--- src/rtl/byte_lane_mem_if.sv ---
// Bus bundle for byte_lane_mem: two byte-lane write ports, one byte read port
// and the clear/conflict status lines.
interface byte_lane_mem_if #(
    parameter int ADDR_W = 8,
    parameter int LANES  = 2
);
    localparam int LB   = $clog2(LANES);
    localparam int WA_W = ADDR_W - LB;

    logic                 we1;
    logic [WA_W-1:0]      wa1;
    logic [LANES-1:0]     be1;
    logic [8*LANES-1:0]   wd1;
    logic                 we2;
    logic [WA_W-1:0]      wa2;
    logic [LANES-1:0]     be2;
    logic [8*LANES-1:0]   wd2;
    logic                 rd_req;
    logic [ADDR_W-1:0]    ra;
    logic                 rd_valid;
    logic [7:0]           rd;
    logic                 busy;
    logic                 conflict;
    logic [7:0]           conflict_cnt;

    modport master (
        output we1, wa1, be1, wd1,
        output we2, wa2, be2, wd2,
        output rd_req, ra,
        input  rd_valid, rd, busy, conflict, conflict_cnt
    );

    modport slave (
        input  we1, wa1, be1, wd1,
        input  we2, wa2, be2, wd2,
        input  rd_req, ra,
        output rd_valid, rd, busy, conflict, conflict_cnt
    );
endinterface

--- src/rtl/byte_lane_mem.sv ---
// Byte-addressable memory with two prioritised byte-lane write ports, a
// one-cycle read-first byte read port and a self-clearing start-up sequence.
module byte_lane_mem #(
    parameter int ADDR_W = 8,
    parameter int LANES  = 2
) (
    input  logic            clk,
    input  logic            rst_n,
    byte_lane_mem_if.slave  bus
);
    localparam int LB    = $clog2(LANES);
    localparam int WA_W  = ADDR_W - LB;
    localparam int DEPTH = 1 << WA_W;
    localparam int LBW   = (LB > 0) ? LB : 1;

    typedef enum logic {S_CLEAR, S_RUN} state_t;

    state_t               r_state;
    logic [WA_W-1:0]      r_clr_idx;
    logic                 r_busy;
    logic                 r_conflict;
    logic [7:0]           r_conflict_cnt;
    logic                 r_rd_valid;
    logic [LBW-1:0]       r_rd_lane;
    logic [7:0]           r_rd_hold;

    logic                 w_run;
    logic [WA_W-1:0]      w_wr_addr;
    logic [LANES-1:0]     w_wr_be;
    logic [8*LANES-1:0]   w_wr_data;
    logic [LANES-1:0]     w_lane_we;
    logic [WA_W-1:0]      w_rd_word;
    logic [LBW-1:0]       w_rd_lane;
    logic                 w_rd_acc;
    logic [8*LANES-1:0]   w_lane_q;
    logic [7:0]           w_rd_sel;

    assign w_run    = (r_state == S_RUN);
    assign w_rd_acc = w_run & bus.rd_req;

    // CLEAR owns the write path; in RUN port 1 beats port 2 outright.
    always_comb begin
        w_wr_addr = r_clr_idx;
        w_wr_be   = '1;
        w_wr_data = '0;
        if (w_run) begin
            if (bus.we1) begin
                w_wr_addr = bus.wa1;
                w_wr_be   = bus.be1;
                w_wr_data = bus.wd1;
            end else if (bus.we2) begin
                w_wr_addr = bus.wa2;
                w_wr_be   = bus.be2;
                w_wr_data = bus.wd2;
            end else begin
                w_wr_addr = bus.wa1;
                w_wr_be   = '0;
                w_wr_data = bus.wd1;
            end
        end
    end

    // Gating with rst_n keeps a held reset from repeatedly rewriting word 0.
    assign w_lane_we = {LANES{rst_n}} & (w_run ? w_wr_be : {LANES{1'b1}});

    generate
        if (LB == 0) begin : g_byte_addr
            assign w_rd_word = bus.ra;
            assign w_rd_lane = '0;
        end else begin : g_lane_addr
            assign w_rd_word = bus.ra[ADDR_W-1:LB];
            assign w_rd_lane = bus.ra[LB-1:0];
        end
    endgenerate

    genvar gi;
    generate
        for (gi = 0; gi < LANES; gi++) begin : g_lane
            logic [7:0] mem [DEPTH];
            logic [7:0] r_q;

            // Non-blocking read alongside the write gives read-first behaviour.
            always_ff @(posedge clk) begin
                if (w_lane_we[gi]) begin
                    mem[w_wr_addr] <= w_wr_data[8*gi +: 8];
                end
                if (w_rd_acc) begin
                    r_q <= mem[w_rd_word];
                end
            end

            assign w_lane_q[8*gi +: 8] = r_q;
        end
    endgenerate

    assign w_rd_sel = w_lane_q[{r_rd_lane, 3'b000} +: 8];

    always_ff @(posedge clk or negedge rst_n) begin
        if (!rst_n) begin
            r_state   <= S_CLEAR;
            r_clr_idx <= '0;
            r_busy    <= 1'b1;
        end else begin
            case (r_state)
                S_CLEAR: begin
                    r_clr_idx <= r_clr_idx + 1'b1;
                    if (&r_clr_idx) begin
                        r_state <= S_RUN;
                        r_busy  <= 1'b0;
                    end
                end
                S_RUN: begin
                    r_state <= S_RUN;
                    r_busy  <= 1'b0;
                end
                default: begin
                    r_state <= S_CLEAR;
                    r_busy  <= 1'b1;
                end
            endcase
        end
    end

    always_ff @(posedge clk or negedge rst_n) begin
        if (!rst_n) begin
            r_conflict     <= 1'b0;
            r_conflict_cnt <= '0;
        end else if (w_run) begin
            r_conflict <= bus.we1 & bus.we2;
            if (bus.we1 && bus.we2 && r_conflict_cnt != 8'hFF) begin
                r_conflict_cnt <= r_conflict_cnt + 8'd1;
            end
        end
    end

    // rd shows fresh RAM data for one cycle, then the captured copy holds it.
    always_ff @(posedge clk or negedge rst_n) begin
        if (!rst_n) begin
            r_rd_valid <= 1'b0;
            r_rd_lane  <= '0;
            r_rd_hold  <= '0;
        end else begin
            r_rd_valid <= w_rd_acc;
            if (w_rd_acc) begin
                r_rd_lane <= w_rd_lane;
            end
            if (r_rd_valid) begin
                r_rd_hold <= w_rd_sel;
            end
        end
    end

    assign bus.rd           = r_rd_valid ? w_rd_sel : r_rd_hold;
    assign bus.rd_valid     = r_rd_valid;
    assign bus.busy         = r_busy;
    assign bus.conflict     = r_conflict;
    assign bus.conflict_cnt = r_conflict_cnt;
endmodule

--- src/flat_wrapper.sv ---
// flat-port wrapper written by rule: the top's interface ports become plain ports
module byte_lane_mem_flat 
#(
    parameter int ADDR_W = 8,
    parameter int LANES  = 2
)
  (clk, rst_n, bus_we1, bus_wa1, bus_be1, bus_wd1, bus_we2, bus_wa2, bus_be2, bus_wd2, bus_rd_req, bus_ra, bus_rd_valid, bus_rd, bus_busy, bus_conflict, bus_conflict_cnt);
  byte_lane_mem_if #(.ADDR_W(ADDR_W), .LANES(LANES)) bus_i ();
  input  logic clk;
  input  logic rst_n;
  input wire logic [$bits(bus_i.we1)-1:0] bus_we1;
  input wire logic [$bits(bus_i.wa1)-1:0] bus_wa1;
  input wire logic [$bits(bus_i.be1)-1:0] bus_be1;
  input wire logic [$bits(bus_i.wd1)-1:0] bus_wd1;
  input wire logic [$bits(bus_i.we2)-1:0] bus_we2;
  input wire logic [$bits(bus_i.wa2)-1:0] bus_wa2;
  input wire logic [$bits(bus_i.be2)-1:0] bus_be2;
  input wire logic [$bits(bus_i.wd2)-1:0] bus_wd2;
  input wire logic [$bits(bus_i.rd_req)-1:0] bus_rd_req;
  input wire logic [$bits(bus_i.ra)-1:0] bus_ra;
  output wire logic [$bits(bus_i.rd_valid)-1:0] bus_rd_valid;
  output wire logic [$bits(bus_i.rd)-1:0] bus_rd;
  output wire logic [$bits(bus_i.busy)-1:0] bus_busy;
  output wire logic [$bits(bus_i.conflict)-1:0] bus_conflict;
  output wire logic [$bits(bus_i.conflict_cnt)-1:0] bus_conflict_cnt;
  assign bus_i.we1 = bus_we1;
  assign bus_i.wa1 = bus_wa1;
  assign bus_i.be1 = bus_be1;
  assign bus_i.wd1 = bus_wd1;
  assign bus_i.we2 = bus_we2;
  assign bus_i.wa2 = bus_wa2;
  assign bus_i.be2 = bus_be2;
  assign bus_i.wd2 = bus_wd2;
  assign bus_i.rd_req = bus_rd_req;
  assign bus_i.ra = bus_ra;
  assign bus_rd_valid = bus_i.rd_valid;
  assign bus_rd = bus_i.rd;
  assign bus_busy = bus_i.busy;
  assign bus_conflict = bus_i.conflict;
  assign bus_conflict_cnt = bus_i.conflict_cnt;
  byte_lane_mem #(.ADDR_W(ADDR_W), .LANES(LANES)) u_core (.clk(clk), .rst_n(rst_n), .bus(bus_i));
endmodule
--- config.mk ---
export PLATFORM = sky130hd
export DESIGN_NAME = byte_lane_mem_flat
export DESIGN_NICKNAME = d
export VERILOG_FILES = /design/src/rtl/byte_lane_mem_if.sv /design/src/rtl/byte_lane_mem.sv /design/src/flat_wrapper.sv
export SDC_FILE = /design/constraint.sdc
export NUM_CORES = 2
export LEC_CHECK = 0
export CAP_MARGIN = 20
export CORE_UTILIZATION = 42
export DETAILED_ROUTE_END_ITERATION = 6
export GPL_TIMING_DRIVEN = 0
export SYNTH_ARGS = -nofsm -noshare
export SYNTH_HDL_FRONTEND = slang
export SYNTH_SLANG_ARGS = --single-unit
--- constraint.sdc ---
create_clock -name clk -period 5.3 [get_ports clk]
set_input_delay 1.06 -clock clk [delete_from_list [all_inputs] [get_ports clk]]
set_output_delay 1.06 -clock clk [all_outputs]
set_load 0.005 [all_outputs]
==> qor.yml <==
critPathCaptureType: "register"
critPathLaunch: "bus_we2"
drive_above_1_share: 0.309
port_buffers: 75
power_frac_seq: 0.529
cts-htree-levels: 4
yosys_warnings: 0
synth_top_area_cell: "edfxtp_1"
pin_count: 82
grt_max_degree: 45
cp_max_fo: 11
viasPerCell: 5.88
vdd_drop_max_mv: 0.321
die-width_um: 441
fin_ws_ps: -211
cpPeakStageDelay_ps: 840
hpwl_um: 149000
clock_skew_ps: 41.1
violations: "negative setup slack"
fmax_ghz: 0.181
core-area_um2: 191000
fillers: 15100
period_needed_ps: 5510
maxSlewViolCount: 0
start_util: 0.424
clkTransAtPathRegs_ps: 60
grt_usage: 0.219
synthCells: 3428
critPathKind: "primary input to register"
min_path_type: "primary input to asynchronous set/reset pin"
preCtsSetupSlack_ps: -1090
max_slew_margin: 0.230
routedWlPerCell_um: 32.5
first_iter_violations: 4790
hold_violations: 0
ys_types: 32
grt_pass1_wl_um: 296000
cts_sinks: 2092
grt_pass1_vias: 38200
die_h_um: 441
antenna_found_initial: 21
hold_ws_ps: 319
insertion_delay_ps: 840
area_delta_synth_final_pct: 15.6
vias: 38100
power_switching_share: 0.210
first_pass_iters: 5
p_int_w: 0.0268
tightest_slew_ps: 1150
rows: 160
max-cap-violations: 0
ys_seq_area_frac: 0.775
ant_nets: 0
power.density_nw_per_um2: 362
design.die.area_um2: 194000
cts_inserted_buffers: 209
final_util: 0.490
gp_congestion: 0.867
yosysTopAreaCellShare: 0.766
finalCritPeriodShare: 1.04
cp.required_ps: 5750
clock_power_share: 0.430
cellLeakagePower_nw: 28.4
setup_viol: 189
root_buffer: "clkbuf_16"
syn-cell-area_um2: 80900
wl_um: 211000
worstPathCellList: "clkdlybuf4s50_1, nor2b_1, clkbuf_1, buf_2, mux2i_1, a21oi_1, nand3_1, clkbuf_2, nor2_1"
multiInputGateArea_um2: 17800
synth-seq-cells: 2092
drc_errors: 0
clk_path_buf_depth: 3
slowest_stage: "nor2_1"
grt_remaining_overflow: 0
fin_nets: 3861
p_sw_w: 0.00710
synth_nets: 3493
synthTopCellsByArea: "edfxtp_1, mux4_2, nor2_1, dfrtp_1, clkbuf_1"
cts_tree: "built"
rsz0062_at_grt: "true"
critical_path.startpoint_type: "primary input"
regArea_um2: 62700
combPwrFrac: 0.042
worstPathArrival_ps: 5960
r2r-start: "u_core.r_state"
status: "finished, violations left"
syn_area_per_cell_um2: 23.6
-- cells in the mapped netlist --
library cell  count
or2_2             2
clkbuf_1        113
ha_1              2
nand4_1          19
o211a_1           1
inv_1             5
a21oi_1          32
mux2_2           19
mux4_2          672
o21ai_0           2
dfstp_2           1
nand2b_1          1
nor3_1            3
xnor2_1           7
and3b_1           2
nand3_1          21
o211ai_1          1
a21o_1            6
nor2b_1           1
buf_2            47
buf_4             8
o21bai_1          1
and2_1            3
o31ai_1           3
nor2_1          277
edfxtp_1       2064
nand2_1          40
dfrtp_1          27
nand3b_1          1
buf_1            28
xor2_1            5
mux2i_1          14
-- power groups by stage --
stage | Clock (W) | Sequential, W | Combinational, W
floorplan | 0 | 0.0183 | 0.000814
global placement | 0 | 0.0183 | 0.00138
detailed placement | 0 | 0.0183 | 0.00140
CTS | 0.0147 | 0.0179 | 0.00141
global route | 0.0153 | 0.0179 | 0.00145
finish | 0.0145 | 0.0179 | 0.00141
-- logic make-up after synthesis --
group	share of synthesized area
xor gates and xnor gates	0.00130
and+or+nand+nor	0.0185
muxes	0.191
adders and majority gates	0.000309
AOI/OAI and AO/OA	0.00325
DFF	0.775
buffers and inverters	0.0104
-- cell type report --
cell class / count / area share
Inverter: 5 / 0.000201
Sequential cell: 2092 / 0.670
Tap cell: 2511 / 0.0336
Buffer: 196 / 0.00904
Clock buffer: 265 / 0.0582
Multi-Input combinational cell: 1135 / 0.190
Antenna cell: 10 / 0.000267
Timing Repair Buffer: 157 / 0.0250
Clock inverter: 120 / 0.0138
-- stage by stage --
stage	TNS [ps]	power, W	cells	area [um2]
after floorplan	-605540	0.0191	3428	80900
after global placement	-	0.0196	6014	84800
after detailed placement	-1340390	0.0197	6086	86500
after CTS	-13870	0.0341	6471	93300
after global routing	-36230	0.0347	6485	93500
final	-12780	0.0339	6491	93600
-- worst max-delay path, delay by kind of cell --
kind | cells | cell delay, ps
AO/OA/AOI/OAI | 1 | 540
AND/OR/NAND/NOR | 3 | 1820
multiplexers | 1 | 160
buffers and inverters | 4 | 2330
-- cell usage in the layout (no fill, tap or decap), types with 4 or more instances in the layout --
cell type	count
buf_8	17
nor2_1	198
inv_1	5
clkbuf_1	152
nand2_1	40
xnor2_1	7
nand3_1	17
clkdlybuf4s50_1	74
clkinv_1	49
buf_4	15
edfxtp_1	2064
mux4_2	672
a21o_1	6
nand3_2	4
nand4_1	19
xor2_1	5
bufinv_16	19
buf_12	42
buf_2	49
dfrtp_1	27
clkinv_2	33
buf_16	16
diode_2	10
a21oi_4	16
a21oi_1	16
mux2i_1	14
clkbuf_16	209
clkbuf_2	16
mux2_2	19
clkinv_16	7
buf_1	28
nor2_2	79
-- sequential cells by signal (all words and copies together) (netlist names) --
| register | count |
|---|---|
| u_core.bus.conflict | 1 |
| u_core.r_clr_idx | 7 |
| u_core.bus.conflict_cnt | 8 |
| u_core.bus.busy | 1 |
| u_core.bus.rd_valid | 1 |
| u_core.r_state | 1 |
| u_core.r_rd_lane | 1 |
| u_core.g_lane.mem | 2048 |
| u_core.r_rd_hold | 8 |
| u_core.g_lane.r_q | 16 |
-- path summary, 6_finish.rpt --
kind,endpoint,slack (ps),depth (start not counted)
max,u_core.g_lane[0].mem[78][6],-210,9
max in group asynchronous,u_core.r_rd_hold[6],4380,1
min in group clk,u_core.bus.busy,460,2
max reg2reg,u_core.g_lane[0].mem[77][6],470,7
min,u_core.bus.conflict_cnt[5],320,1
min reg2reg,u_core.bus.busy,460,2
-- repair_timing --
action,4_1_cts,5_1_grt
gates resized for setup,29,55
endpoints found under the hold margin,0,0
pin swaps,0,2
hold buffers,0,0
buffers inserted,0,7
endpoints found under the setup margin,380,876
-- routing by layer --
metal / GRT usage / vias up / wire [um]
met3: 0.0460 / 306 / 18400
met1: 0.311 / 20700 / 85800
met5: 0 / - / 59
met4: 0.0702 / 8 / 6370
li1: - / 15400 / -
met2: 0.340 / 1748 / 100000
Note: power is estimated with default switching activity, not from simulation.
